$ cat src/rtl/player_cmd_issuer.sv
// Player instruction word source: queues damage/heal/attack commands, issues each for one cycle,
// and fills the gaps with the current move word. Optional damage i-frames via `DAMAGE_IFRAME_EN.
module player_cmd_issuer #(
  parameter int FIFO_DEPTH    = 4,
  parameter int INIT_HP       = 100,
  parameter int INIT_ATK      = 10,
  parameter int IFRAME_CYCLES = 500
) (
  input  logic        clk,
  input  logic        reset,
  input  logic        init_req,
  input  logic        dmg_valid,
  input  logic [7:0]  dmg_amt,
  output logic        dmg_ready,
  input  logic        heal_valid,
  input  logic [7:0]  heal_amt,
  output logic        heal_ready,
  input  logic        atk_valid,
  input  logic        atk_set,
  input  logic [7:0]  atk_amt,
  output logic        atk_ready,
  input  logic [3:0]  btn,
  output logic [15:0] instruction,
  output logic        busy,
  output logic [7:0]  drop_cnt
);

  localparam int AW = $clog2(FIFO_DEPTH);
  localparam int TW = $clog2(IFRAME_CYCLES + 1);
  localparam logic [15:0] HP_WORD  = {4'h6, 8'(INIT_HP), 4'h0};
  localparam logic [15:0] ATK_WORD = {4'h4, 8'(INIT_ATK), 4'h0};

  typedef enum logic [2:0] {S_IDLE, S_ISSUE, S_GAP, S_INIT_HP, S_INIT_ATK} state_t;

  state_t        state_q, state_d;
  logic [15:0]   instr_q, instr_d;
  logic [15:0]   mem_q [FIFO_DEPTH];
  logic [15:0]   mem_d [FIFO_DEPTH];
  logic [AW-1:0] wr_q, wr_d, rd_q, rd_d;
  logic [AW:0]   cnt_q, cnt_d;
  logic          fifo_full, fifo_empty, accept_ok, dmg_takes, push, pop;
  logic [15:0]   push_word, move_word;
  logic [TW-1:0] timer_v;
  logic          iframe_active;

  assign iframe_active = (timer_v != '0);

  always_comb begin
    fifo_full  = (cnt_q == (AW+1)'(FIFO_DEPTH));
    fifo_empty = (cnt_q == '0);
    accept_ok  = !init_req && (state_q != S_INIT_HP) && (state_q != S_INIT_ATK);
    // A damage request inside the i-frame window is swallowed and lets heal/atk compete.
    dmg_takes  = dmg_valid && !iframe_active;
    dmg_ready  = accept_ok && dmg_valid && (iframe_active || !fifo_full);
    heal_ready = accept_ok && !fifo_full && heal_valid && !dmg_takes;
    atk_ready  = accept_ok && !fifo_full && atk_valid && !heal_valid && !dmg_takes;
    push       = (dmg_ready && !iframe_active) || heal_ready || atk_ready;
    if (dmg_ready && !iframe_active) begin
      push_word = {4'h2, dmg_amt, 4'h0};
    end else if (heal_ready) begin
      push_word = {4'h1, heal_amt, 4'h0};
    end else if (atk_ready) begin
      push_word = {(atk_set ? 4'h4 : 4'h3), atk_amt, 4'h0};
    end else begin
      push_word = 16'h0000;
    end
  end

  always_comb begin
    if (btn[0]) begin
      move_word = 16'h5000;
    end else if (btn[1]) begin
      move_word = 16'h5010;
    end else if (btn[2]) begin
      move_word = 16'h5020;
    end else if (btn[3]) begin
      move_word = 16'h5030;
    end else begin
      move_word = 16'h0000;
    end
  end

  always_comb begin
    state_d = state_q;
    instr_d = move_word;
    pop     = 1'b0;
    case (state_q)
      S_IDLE: begin
        if (!fifo_empty) begin
          pop     = 1'b1;
          instr_d = mem_q[rd_q];
          state_d = S_ISSUE;
        end else begin
          state_d = S_IDLE;
        end
      end
      S_ISSUE:    state_d = S_GAP;
      S_GAP:      state_d = S_IDLE;
      S_INIT_HP: begin
        instr_d = ATK_WORD;
        state_d = S_INIT_ATK;
      end
      S_INIT_ATK: state_d = S_GAP;
      default:    state_d = S_IDLE;
    endcase
    if (init_req) begin
      state_d = S_INIT_HP;
      instr_d = HP_WORD;
      pop     = 1'b0;
    end else begin
      pop = pop;
    end
  end

  always_comb begin
    mem_d = mem_q;
    wr_d  = wr_q;
    rd_d  = rd_q;
    cnt_d = cnt_q;
    if (init_req) begin
      wr_d  = '0;
      rd_d  = '0;
      cnt_d = '0;
    end else begin
      if (push) begin
        mem_d[wr_q] = push_word;
        wr_d        = wr_q + AW'(1);
      end else begin
        wr_d = wr_q;
      end
      if (pop) begin
        rd_d = rd_q + AW'(1);
      end else begin
        rd_d = rd_q;
      end
      case ({push, pop})
        2'b10:   cnt_d = cnt_q + (AW+1)'(1);
        2'b01:   cnt_d = cnt_q - (AW+1)'(1);
        default: cnt_d = cnt_q;
      endcase
    end
  end

  always_ff @(posedge clk or posedge reset) begin
    if (reset) begin
      state_q <= S_IDLE;
      instr_q <= 16'h0000;
      wr_q    <= '0;
      rd_q    <= '0;
      cnt_q   <= '0;
      for (int i = 0; i < FIFO_DEPTH; i++) mem_q[i] <= 16'h0000;
    end else begin
      state_q <= state_d;
      instr_q <= instr_d;
      wr_q    <= wr_d;
      rd_q    <= rd_d;
      cnt_q   <= cnt_d;
      mem_q   <= mem_d;
    end
  end

`ifdef DAMAGE_IFRAME_EN
  logic [TW-1:0] timer_q, timer_d;
  logic [7:0]    drop_q, drop_d;

  always_comb begin
    timer_d = timer_q;
    drop_d  = drop_q;
    if (init_req) begin
      timer_d = '0;
    end else if (dmg_ready && !iframe_active) begin
      timer_d = TW'(IFRAME_CYCLES);
    end else if (timer_q != '0) begin
      timer_d = timer_q - TW'(1);
    end else begin
      timer_d = timer_q;
    end
    if (dmg_ready && iframe_active && (drop_q != 8'hFF)) begin
      drop_d = drop_q + 8'h01;
    end else begin
      drop_d = drop_q;
    end
  end

  always_ff @(posedge clk or posedge reset) begin
    if (reset) begin
      timer_q <= '0;
      drop_q  <= 8'h00;
    end else begin
      timer_q <= timer_d;
      drop_q  <= drop_d;
    end
  end

  assign timer_v  = timer_q;
  assign drop_cnt = drop_q;
`else
  assign timer_v  = '0;
  assign drop_cnt = 8'h00;
`endif

  assign instruction = instr_q;
  assign busy        = (cnt_q != '0) || (state_q != S_IDLE);

endmodule

$ cat config.mk
export PLATFORM = sky130hd
export DESIGN_NAME = player_cmd_issuer
export DESIGN_NICKNAME = d
export VERILOG_FILES = /design/src/rtl/player_cmd_issuer.sv
export SDC_FILE = /design/constraint.sdc
export NUM_CORES = 1
export LEC_CHECK = 0
export CORE_ASPECT_RATIO = 0.75
export CORE_MARGIN = 10
export CORE_UTILIZATION = 30
export CTS_CLUSTER_SIZE = 8
export DETAILED_ROUTE_END_ITERATION = 16
export GPL_ROUTABILITY_DRIVEN = 0
export PLACE_DENSITY = 0.61
export SETUP_SLACK_MARGIN = 0.02
export SLEW_MARGIN = 20
export SYNTH_ARGS = -nofsm -noshare
export SYNTH_HDL_FRONTEND = slang
export SYNTH_SLANG_ARGS = --single-unit
$ cat constraint.sdc
create_clock -name clk -period 2.53 [get_ports clk]
set_input_delay 0.3795 -clock clk [delete_from_list [all_inputs] [get_ports clk]]
set_output_delay 0.3795 -clock clk [all_outputs]
set_load 0.005 [all_outputs]
Yosys cells after proc, flatten, opt, wreduce, memory -nomap -nowiden
Index checks and enable logic that the tools add are counted.
Widths: inputs -> output; s select.
- add/sub/neg operators: 4
- $lt $le $gt $ge: 3
- equal/unequal tests: 8
- mux-type cells: 29
- bitwise operators: 3
- reductions and logical operators: 27
- operators by type and width (cell ; count):
    $mux 16 ; 9
    $bwmux 64 ; 1
    $mux 15 ; 3
    $bmux 16 s2 ; 1
    $demux 16 s2 ; 1
    $pmux 16 s2 ; 1
    $logic_and 1x1->1 ; 11
    $mux 3 ; 3
    $pmux 3 s3 ; 1
    $reduce_bool 3->1 ; 3
    $mux 2 ; 4
    $eq 3x3->1 const B ; 2
    $ge 3x3->1 const B ; 2
    $logic_not 3->1 ; 2
    $not 2->3 ; 2
    $pmux 3 s2 ; 1
    $add 2x1->2 const B ; 2
    $logic_not 1->1 ; 4
    $mux 1 ; 4
    $reduce_bool 2->1 ; 2
    $add 3x1->3 const B ; 1
    $eq 3x1->1 const B ; 1
    $eq 3x2->1 const B ; 1
    $logic_or 1x1->1 ; 3
    other kinds (9) ; 9
- register bits after elaboration: 90
- input port bits: 35

Longest topological paths before layout
Gate-level depths: netlist (run 1).
- depth in word-level cells: 11
- mapped depth: 11
- depth with buffers taken out: 9

Worst setup path after synthesis (run 1)
Ideal clock, no wire load.
- kind: register to register
- from: register state_q[0]
- to: register cnt_q[2]
- arrival: 2.463 ns
- setup slack: -0.072 ns
- cell stages (with the launch flop): 12
- path buffers: 2
- clock period less this slack: 2.602 ns
- path through: dfrtp_1 > buf_6 > or3b_4 > o2111ai_2 > buf_4 > nor2_1 > nor3_1 > fa_1 > nor3_1 > nand4_1 > o221ai_2 > or4_1
- longest elaborated chain between the ends: 11
- elaborated cells on any way between the ends: 22
- those cells by class: 4 x eq/ne; 4 x mux; 14 x reduce/logical
- RTL lines (what ; line ; source):
    start, declared ; 35 ; state_t state_q, state_d;
    start signal, assigned ; 153 ; state_q <= state_d;
    $ne 3x2->1 ; 51 ; accept_ok = !init_req && (state_q != S_INIT_HP) && (state_q != S_INIT_ATK);
    $logic_and 1x1->1 (2 in series) ; 51 ;
    $logic_and 1x1->1 ; 55, 56 ;
    $logic_and 1x1->1, on equally long branches (2 in series) ; 55, 56 ;
    $logic_or 1x1->1 or $logic_and 1x1->1 (tied branches) ; 57, 56 ;
    $logic_or 1x1->1 ; 57 ; push = (dmg_ready && !iframe_active) || heal_ready || atk_ready;
    $eq 2x1->1 or $eq 2x2->1 (tied branches) ; 136 ; case ({push, pop})
    $pmux 3 s2 ; 136 ;
    $mux 3 ; 120 ; if (init_req) begin
    end signal, assigned ; 157 ; cnt_q <= cnt_d;
    end, declared ; 40 ; logic [AW:0] cnt_q, cnt_d;
Several ways; a longest one is shown, not always the timed one.
A chain may end at the register's enable or synchronous reset.

Final worst setup path (run 1)
- from: register cnt_q[0]
- to: output busy
- longest elaborated chain between the ends: 2
- RTL lines (what ; line ; source):
    $reduce_bool 3->1 ; 203 ; assign busy = (cnt_q != '0) || (state_q != S_IDLE);
    $logic_or 1x1->1 ; 203 ;
    end, declared ; 24 ; output logic busy,
Every way passes these cells.

==> impl_metrics.env, run 1 <==
export IMPL_result_of_the_run="finished, final reports clean"
export IMPL_placedInstanceArea_um2=4280
export IMPL_dp_cells=489
export IMPL_die_width_um=144
export IMPL_grt_total_usage=0.115
export IMPL_ys_warn_count=0
export IMPL_synth_main_ff_cell="sky130_fd_sc_hd__dfrtp_1"
export IMPL_timing_final_hold_violations=0
export IMPL_mean_cell_area_of_the_mapped_netlist_um2=12.1
export IMPL_clock_sink_count=65
export IMPL_route_antenna_remaining_nets=0
export IMPL_total_power_mw=3.67
export IMPL_area_of_the_die_um2=16300
export IMPL_path_class="register to primary output"
export IMPL_wire_per_inst_um=17.6
export IMPL_worst_slew_pin_slew_ns=0.651
export IMPL_final_design_area_no_fill_um2=4640
export IMPL_timing_slew_headroom=0.566
export IMPL_grt_remaining_overflow=0
export IMPL_hold_worst_slack_ns=0.379
export IMPL_required_ns=2.15
export IMPL_path_max_fanout=7
export IMPL_min_period_over_period=0.953
export IMPL_clk_path_buf_depth=2
export IMPL_numPortBuffers=49
export IMPL_synth_sequential_area_ratio=0.468
export IMPL_report_final_setup_viol=0
export IMPL_path_clk_slew_ns=0.06
export IMPL_leakage_nw=2.07
export IMPL_cp_start_kind="register"
export IMPL_grt_pass1_wl_um=14600
export IMPL_leading_cell_type_in_the_layout_fill_and_taps_excluded="sky130_fd_sc_hd__dfrtp_1"
export IMPL_finalWirelength_um=8920
export IMPL_netlist_cell_type_count=53
export IMPL_timing_clock_skew_ns=0.00938
export IMPL_timing_fmax_mhz=415
export IMPL_cts_tree="done"
export IMPL_layout_min_cycle_time_ns=2.41
export IMPL_synth_edf_count=0
export IMPL_synth_async_reset_ratio=1.00
export IMPL_row_count=33
export IMPL_initial_utilization=0.313
export IMPL_clock_latency_ns=0.34
export IMPL_slew_viol_final=0
export IMPL_netlist_instances=287
export IMPL_detail_route_first_pass_iterations=6
export IMPL_worst_slack_ns=0.119
export IMPL_flow_area_growth_from_synthesis_pct=33.8
export IMPL_preCtsSetupSlack_ns=-0.0895
export IMPL_postLayoutCoreUtil=0.418
export IMPL_cellPowerDensity_nw_per_um2=790
export IMPL_number_of_storage_elements_in_the_synthesis_netlist=65
export IMPL_critPathArrivalTime_ns=2.03
export IMPL_grt_antenna_before_repair=1
export IMPL_drive_gt1_frac=0.222
export IMPL_finalNonFillerCells=506
export IMPL_crit_path_end_kind="primary output"
export IMPL_first_iter_violations=107
export IMPL_most_common_layout_cells="sky130_fd_sc_hd__dfrtp_1, sky130_fd_sc_hd__clkdlybuf4s50_1, sky130_fd_sc_hd__mux2_1"
export IMPL_fin_setup_tns_ns=0
export IMPL_die_height_um=113
export IMPL_placeableCoreArea_um2=11100
export IMPL_cts_root_buf="sky130_fd_sc_hd__clkbuf_16"
export IMPL_detail_route_drc_violations=0
export IMPL_final_layout_net_count=400
export IMPL_hpwlAfterDp_um=6570
export IMPL_vdd_drop_max_uv=359
export IMPL_worstHoldPathType="primary input to async pin"
export IMPL_numCtsBuffers=9
export IMPL_floorplan_io_pins=63
export IMPL_drv_cap=0
export IMPL_viasPerCell=5.00
export IMPL_route_vias_total=2532
export IMPL_grt_pass1_vias=2711
export IMPL_post_synth_instance_area_um2=3470
export IMPL_htree_num_levels=3
export IMPL_rsz0062_at_grt="yes"
export IMPL_grt_max_degree=46
[cell type report]
class,instances,area (um2)
clock inverter,6,115
tap,140,175
fill,1053,6460
inverter,7,26.3
sequential,65,1630
antenna,1,2.50
timing repair buffer,83,801
clock buffer,10,239
multi-input combinational,194,1660
[report_power, final]
| group | total [mW] | internal [mW] | switching (mW) |
|---|---|---|---|
| Sequential | 1.44 | 1.31 | 0.133 |
| Combinational | 0.769 | 0.434 | 0.335 |
| Clock | 1.46 | 0.991 | 0.464 |
[critical path, stage by stage (launching register included)]
cell,delay [ns]
sky130_fd_sc_hd__dfrtp_1,0.38
sky130_fd_sc_hd__buf_4,0.16
sky130_fd_sc_hd__or3_1,0.37
sky130_fd_sc_hd__buf_4,0.18
sky130_fd_sc_hd__nand2b_1,0.14
sky130_fd_sc_hd__clkdlybuf4s50_1,0.46
[flip-flops by register name, summed over array words and instances (netlist names)]
register and flops:
state_q 3, cnt_q 3, mem_q 44, instruction 11, rd_q 2, wr_q 2
[final timing paths]
check | slack (ns) | end | start | cells past startpoint
worst max-delay path | 0.12 | busy | cnt_q[0] | 5
worst min-delay path | 0.38 | mem_q[11] | reset | 2
worst max register to register | 0.14 | cnt_q[2] | cnt_q[2] | 9
worst min register to register | 0.48 | mem_q[11] | mem_q[11] | 1
max in group asynchronous | 1.54 | cnt_q[2] | reset | 3
min in group clk | 0.48 | mem_q[11] | mem_q[11] | 1
[routing by layer]
metal  routed length, um  global-route usage  part of all wire
met1                4130               0.145              0.46
met2                4110               0.174              0.46
met3                 529              0.0414             0.059
met4                 144              0.0477             0.016
met5                   0                   0                 0
[Yosys cell counts, drive strengths merged (5+ instances only)]
library cell	instances	area share
nand3	11	0.022
mux4	11	0.071
dfrtp	65	0.47
buf	27	0.059
inv	6	0.0065
nor3	16	0.026
nor2b	10	0.018
nand4	5	0.0090
clkbuf	6	0.0065
nand2	15	0.016
nor2	9	0.0097
a21oi	6	0.0086
mux2	40	0.13
or3	5	0.0090
a221oi	8	0.020
[logic make-up (layout without fill, tap and decap cells)]
logic type               count (synthesis)  count (layout)  share of synthesized area
buffers and inverters                   40             106                     0.0731
other                                    1              14                    0.00108
flip-flops                              65              65                      0.468
AND/OR/NAND/NOR                         84              84                      0.141
adder cells (fa/ha/maj)                  5               5                     0.0202
XOR/XNOR                                 3               3                    0.00757
AO/OA/AOI/OAI                           38              38                     0.0879
multiplexers                            51              51                      0.201
[what timing repair did]
action | 4_1_cts | 5_1_grt
setup endpoints to repair | 1 | 3
gates resized for setup | 2 | 3
pin swaps | 0 | 1
buffers inserted | 0 | 0
hold buffers | 0 | 0
Power figures use the tool's default switching activity.
==> run 2: changes to the inputs <==
- ABC_AREA: not set -> 1
==> impl_metrics.env, run 2 <==
export IMPL_result_of_the_run="finished, final reports clean"
export IMPL_total_switching_power_mw=1.24
export IMPL_clock_latency_ns=0.33
export IMPL_numCtsBuffers=9
export IMPL_yosys_cell_count_top_type="sky130_fd_sc_hd__nand2_1"
export IMPL_timing_slew_headroom=0.560
export IMPL_floorplan_io_pins=63
export IMPL_row_count=33
export IMPL_finalWirelength_um=9450
export IMPL_synth_async_reset_ratio=1.00
export IMPL_clk_path_buf_depth=2
export IMPL_largest_reg_flops=44
export IMPL_drv_cap=0
export IMPL_ys_warn_count=0
export IMPL_required_ns=2.15
export IMPL_fin_setup_tns_ns=0
export IMPL_most_common_layout_cells="sky130_fd_sc_hd__nand2_1, sky130_fd_sc_hd__dfrtp_1, sky130_fd_sc_hd__o21ai_0"
export IMPL_area_of_the_die_um2=16400
export IMPL_post_synth_instance_area_um2=3480
export IMPL_worst_slew_pin_slew_ns=0.660
export IMPL_leakage_nw=2.16
export IMPL_netlist_instances=439
export IMPL_critPathArrivalTime_ns=1.97
export IMPL_post_cts_setup_buffers=0
export IMPL_synth_edf_count=0
export IMPL_comb_power_share=0.266
export IMPL_cts_root_buf="sky130_fd_sc_hd__clkbuf_16"
export IMPL_cts_hold_buf=0
export IMPL_synth_main_ff_cell="sky130_fd_sc_hd__dfrtp_1"
export IMPL_worstHoldPathType="primary input to async pin"
export IMPL_numPortBuffers=49
export IMPL_report_final_setup_viol=0
export IMPL_total_power_mw=3.77
export IMPL_cts_tree="done"
export IMPL_grt_max_degree=47
export IMPL_leading_cell_type_in_the_layout_fill_and_taps_excluded="sky130_fd_sc_hd__nand2_1"
export IMPL_htree_num_levels=3
export IMPL_cp_start_kind="primary input"
export IMPL_layout_min_cycle_time_ns=2.35
export IMPL_wire_per_inst_um=14.7
export IMPL_die_width_um=144
export IMPL_path_clk_slew_ns=0.06
export IMPL_yosys_top_cells_area="sky130_fd_sc_hd__dfrtp_1, sky130_fd_sc_hd__nand2_1, sky130_fd_sc_hd__o21ai_0"
export IMPL_die_height_um=113
export IMPL_cellPowerDensity_nw_per_um2=847
export IMPL_regMostFlops="mem_q"
export IMPL_slew_viol_final=0
export IMPL_timing_fmax_mhz=425
export IMPL_clock_sink_count=65
export IMPL_flow_area_growth_from_synthesis_pct=27.7
export IMPL_detail_route_first_pass_iterations=5
export IMPL_synth_top_cell_area_share=0.467
export IMPL_synth_top_cell_by_area="sky130_fd_sc_hd__dfrtp_1"
export IMPL_p_int_mw=2.52
export IMPL_hpwlAfterDp_um=7030
export IMPL_grt_pass1_wl_um=15800
export IMPL_insertedDiodeCount=0
export IMPL_detail_route_drc_violations=0
export IMPL_netlist_cell_type_count=34
export IMPL_vdd_drop_max_uv=368
export IMPL_synth_sequential_area_ratio=0.467
export IMPL_number_of_storage_elements_in_the_synthesis_netlist=65
export IMPL_grt_pass1_vias=3186
export IMPL_timing_final_hold_violations=0
export IMPL_grt_remaining_overflow=0
export IMPL_path_class="primary input to primary output"
export IMPL_ys_top_cells_by_count="sky130_fd_sc_hd__nand2_1, sky130_fd_sc_hd__dfrtp_1, sky130_fd_sc_hd__o21ai_0"
export IMPL_post_cts_resized=0
export IMPL_rsz0062_at_grt="no"
export IMPL_switching_share=0.330
export IMPL_first_iter_violations=265
export IMPL_final_layout_net_count=538
export IMPL_grt_total_usage=0.120
export IMPL_grt_antenna_before_repair=0
export IMPL_min_period_over_period=0.930
export IMPL_placeableCoreArea_um2=11100
export IMPL_route_antenna_remaining_nets=0
export IMPL_route_vias_total=3091
export IMPL_mean_cell_area_of_the_mapped_netlist_um2=7.93
export IMPL_timing_reg2reg_worst_path_depth=13
export IMPL_path_max_fanout=6
export IMPL_p_seq_frac=0.399
export IMPL_viasPerCell=4.81
export IMPL_drive_gt1_frac=0.121
export IMPL_crit_path_end_kind="primary output"
export IMPL_timing_clock_skew_ns=0.00441
export IMPL_initial_utilization=0.312
export IMPL_share_clk_of_total_power=0.335
## run 2: cell count changes after synthesis, sizes merged, moves of 8 or more
| cell | delta |
|---|---|
| nand3 | +31 |
| nor3 | -13 |
| o21ai | +70 |
| mux2 | -40 |
| nor2b | -10 |
| nor2 | +12 |
| inv | +43 |
| nand2 | +99 |
| a221oi | -8 |
| mux4 | -11 |
| a21oi | +18 |
## run 2: per-stage QoR
stage | hold WS [ns] | worst slack [ns] | cells | cell area, um2 | utilization
floorplan | 0.466 | 0.524 | 451 | 3530 | -
global placement | 0.483 | 0.208 | 627 | 4140 | 0.372
detailed placement | 0.486 | 0.175 | 627 | 4140 | 0.372
CTS | 0.387 | 0.167 | 643 | 4450 | 0.399
global route | 0.425 | 0.0529 | 643 | 4450 | 0.399
finish | 0.370 | 0.177 | 643 | 4450 | 0.399
## run 2: logic make-up (layout without fill, tap and decap cells)
| family | after synthesis | in the layout | synth area share |
|---|---|---|---|
| other | 1 | 13 | 0.00108 |
| adder cells (fa/ha/maj) | 5 | 5 | 0.0201 |
| AND/OR/NAND/NOR | 181 | 181 | 0.240 |
| flip-flops | 65 | 65 | 0.467 |
| XOR/XNOR | 1 | 1 | 0.00251 |
| buffers and inverters | 80 | 132 | 0.108 |
| AO/OA/AOI/OAI | 106 | 106 | 0.161 |
## run 2: per-layer routing
layer,share of wire,global-route usage
met5,0,0
met4,0.0083,0.0309
met3,0.059,0.0338
met2,0.50,0.204
met1,0.43,0.147
## run 2: cell type report
type                            count  area, um2
Tap cell                          140        175
Multi-Input combinational cell    306       1520
Timing Repair Buffer               66        631
Fill cell                        1135       6700
Inverter                           50        188
Clock buffer                       10        239
Clock inverter                      6       66.3
Sequential cell                    65       1630
## run 2: path summary, 6_finish.rpt
kind | to | slack, ns | start
max | atk_ready | 0.18 | init_req
min | mem_q[40] | 0.37 | reset
max reg2reg | cnt_q[2] | 0.50 | cnt_q[0]
min reg2reg | mem_q[14] | 0.50 | mem_q[14]
max in group asynchronous | mem_q[36] | 1.56 | reset
min in group clk | mem_q[14] | 0.50 | mem_q[14]
## run 2: critical path: stages
cell	delay, ns
sky130_fd_sc_hd__clkdlybuf4s50_1	0.54
sky130_fd_sc_hd__inv_2	0.12
sky130_fd_sc_hd__nand2_2	0.08
sky130_fd_sc_hd__nor2_4	0.18
sky130_fd_sc_hd__nand2_2	0.12
sky130_fd_sc_hd__inv_1	0.06
sky130_fd_sc_hd__clkdlybuf4s50_1	0.50
## run 2: power by group through the flow
stage | registers (mW) | clock network [mW] | logic (mW)
finish | 1.50 | 1.26 | 1.00
global route | 1.54 | 1.33 | 1.15
CTS | 1.50 | 1.28 | 1.01
detailed placement | 1.52 | 0 | 1.00
global placement | 1.50 | 0 | 0.975
floorplan | 1.48 | 0 | 0.691
==> run 3: changes to the inputs <==
- CORE_MARGIN: 10 -> not set
==> impl_metrics.env, run 3 (same netlist as run 2, synthesis figures left out) <==
export IMPL_critical_path_top_delay_family="buffers and inverters"
export IMPL_clk_path_buf_depth=2
export IMPL_numCtsBuffers=9
export IMPL_report_final_setup_viol=0
export IMPL_timing_slew_headroom=0.555
export IMPL_worst_slack_ns=0.171
export IMPL_cp_start_kind="primary input"
export IMPL_worstHoldPathType="primary input to async pin"
export IMPL_initial_utilization=0.314
export IMPL_required_ns=2.15
export IMPL_p_int_mw=2.44
export IMPL_route_antenna_remaining_nets=0
export IMPL_flow_area_growth_from_synthesis_pct=26.5
export IMPL_floorplan_io_pins=63
export IMPL_fin_setup_tns_ns=0
export IMPL_seqCellArea_um2=1630
export IMPL_path_class="primary input to primary output"
export IMPL_total_power_mw=3.62
export IMPL_critical_path_most_common_cell="sky130_fd_sc_hd__clkdlybuf4s50_1"
export IMPL_die_width_um=126
export IMPL_post_cts_resized=0
export IMPL_row_count=33
export IMPL_grt_pass1_wl_um=15200
export IMPL_path_clk_slew_ns=0.05
export IMPL_clock_latency_ns=0.33
export IMPL_crit_path_end_kind="primary output"
export IMPL_grt_remaining_overflow=0
export IMPL_htree_num_levels=3
export IMPL_regMostFlops="mem_q"
export IMPL_viasPerCell=4.75
export IMPL_timing_clock_skew_ns=0.00608
export IMPL_finalWirelength_um=8980
export IMPL_critPathArrivalTime_ns=1.98
export IMPL_drv_cap=0
export IMPL_layout_min_cycle_time_ns=2.36
export IMPL_clock_sink_count=65
export IMPL_preCtsSetupSlack_ns=0.156
export IMPL_postLayoutCoreUtil=0.397
export IMPL_timing_final_hold_violations=0
export IMPL_route_vias_total=3035
export IMPL_worstPathBufferInverterCount=4
export IMPL_slew_viol_final=0
export IMPL_timing_fmax_mhz=424
export IMPL_detail_route_drc_violations=0
export IMPL_result_of_the_run="finished, final reports clean"
export IMPL_hold_worst_slack_ns=0.426
export IMPL_switching_share=0.326
export IMPL_path_max_fanout=6
export IMPL_critical_path_slowest_cell="sky130_fd_sc_hd__clkdlybuf4s50_1"
export IMPL_leading_cell_type_in_the_layout_fill_and_taps_excluded="sky130_fd_sc_hd__nand2_1"
export IMPL_grt_max_degree=66
export IMPL_cts_hold_buf=0
export IMPL_most_common_layout_cells="sky130_fd_sc_hd__nand2_1, sky130_fd_sc_hd__dfrtp_1, sky130_fd_sc_hd__o21ai_0"
export IMPL_vdd_drop_max_uv=412
export IMPL_multi_input_comb_area_um2=1520
export IMPL_final_layout_net_count=536
export IMPL_post_cts_setup_buffers=0
export IMPL_drive_gt1_frac=0.108
export IMPL_min_period_over_period=0.932
export IMPL_largest_reg_flops=44
export IMPL_timing_critical_path_cells="clkdlybuf4s50_1 > inv_2 > nand2_2 > nor2_4 > nand2_1 > inv_1 > clkdlybuf4s50_1"
export IMPL_comb_power_share=0.277
export IMPL_share_clk_of_total_power=0.308
export IMPL_numPortBuffers=49
export IMPL_cts_root_buf="sky130_fd_sc_hd__clkbuf_16"
export IMPL_first_iter_violations=212
export IMPL_grt_pass1_vias=2998
export IMPL_worst_slew_pin_slew_ns=0.666
export IMPL_cts_tree="done"
export IMPL_leakage_nw=2.14
export IMPL_detail_route_first_pass_iterations=4
export IMPL_wire_per_inst_um=14.0
export IMPL_area_of_the_die_um2=12100
export IMPL_grt_total_usage=0.168
export IMPL_fillers=1101
export IMPL_insertedDiodeCount=0
export IMPL_die_height_um=95.3
export IMPL_biggest_cell_delay_along_the_critical_path_ns=0.54
export IMPL_cellPowerDensity_nw_per_um2=821
export IMPL_placeableCoreArea_um2=11100
export IMPL_rsz0062_at_grt="no"
export IMPL_hpwlAfterDp_um=6530
export IMPL_p_seq_frac=0.415
export IMPL_grt_antenna_before_repair=0
export IMPL_total_switching_power_mw=1.18
run 3: changes by cell type in the layout (fill, tap and decap cells not counted), sizes merged:
cell      change
buf           -2
bufinv        -1
clkbuf        +4
clkinv        -1
clkinvlp      -3
inv           -1
run 3: area by class of cell:
type                    instances  share of cell area
flip-flops and latches         65               0.369
multi-input cells             306               0.346
repair buffers                 64               0.143
clock buffers                  14              0.0599
inverters                      50              0.0426
well taps                     140              0.0398
run 3: through the flow:
stage,cells,cell area [um2]
after floorplan,451,3530
after global placement,625,4140
after detailed placement,625,4140
after CTS,639,4410
after global routing,639,4410
final,639,4410
run 3: metal layers:
metal	share of wire	global-route usage
met2	0.48	0.273
met1	0.44	0.218
met3	0.061	0.0432
met5	0	0
met4	0.012	0.0612
run 3: path summary, 6_finish.rpt:
kind / from / to / slack, ns / cells past startpoint
hold / removal: reset / mem_q[8] / 0.43 / 3
min in group clk: mem_q[14] / mem_q[14] / 0.50 / 2
setup reg to reg: cnt_q[2] / cnt_q[2] / 0.45 / 12
max in group asynchronous: reset / cnt_q[2] / 1.80 / 3
hold reg to reg: mem_q[14] / mem_q[14] / 0.50 / 2
setup / recovery: init_req / heal_ready / 0.17 / 7
run 3: power groups by stage:
stage / sequential [mW] / clock [mW] / combinational [mW]
after floorplan: 1.48 / 0 / 0.691
after global placement: 1.50 / 0 / 0.979
after detailed placement: 1.52 / 0 / 1.01
after CTS: 1.50 / 1.15 / 1.01
after global routing: 1.54 / 1.19 / 1.16
final: 1.50 / 1.11 / 1.00
run 3: worst min-delay path, cell delays in order:
cell and delay, ns:
sky130_fd_sc_hd__clkdlybuf4s50_1 0.41, sky130_fd_sc_hd__inv_2 0.07, sky130_fd_sc_hd__buf_12 0.29
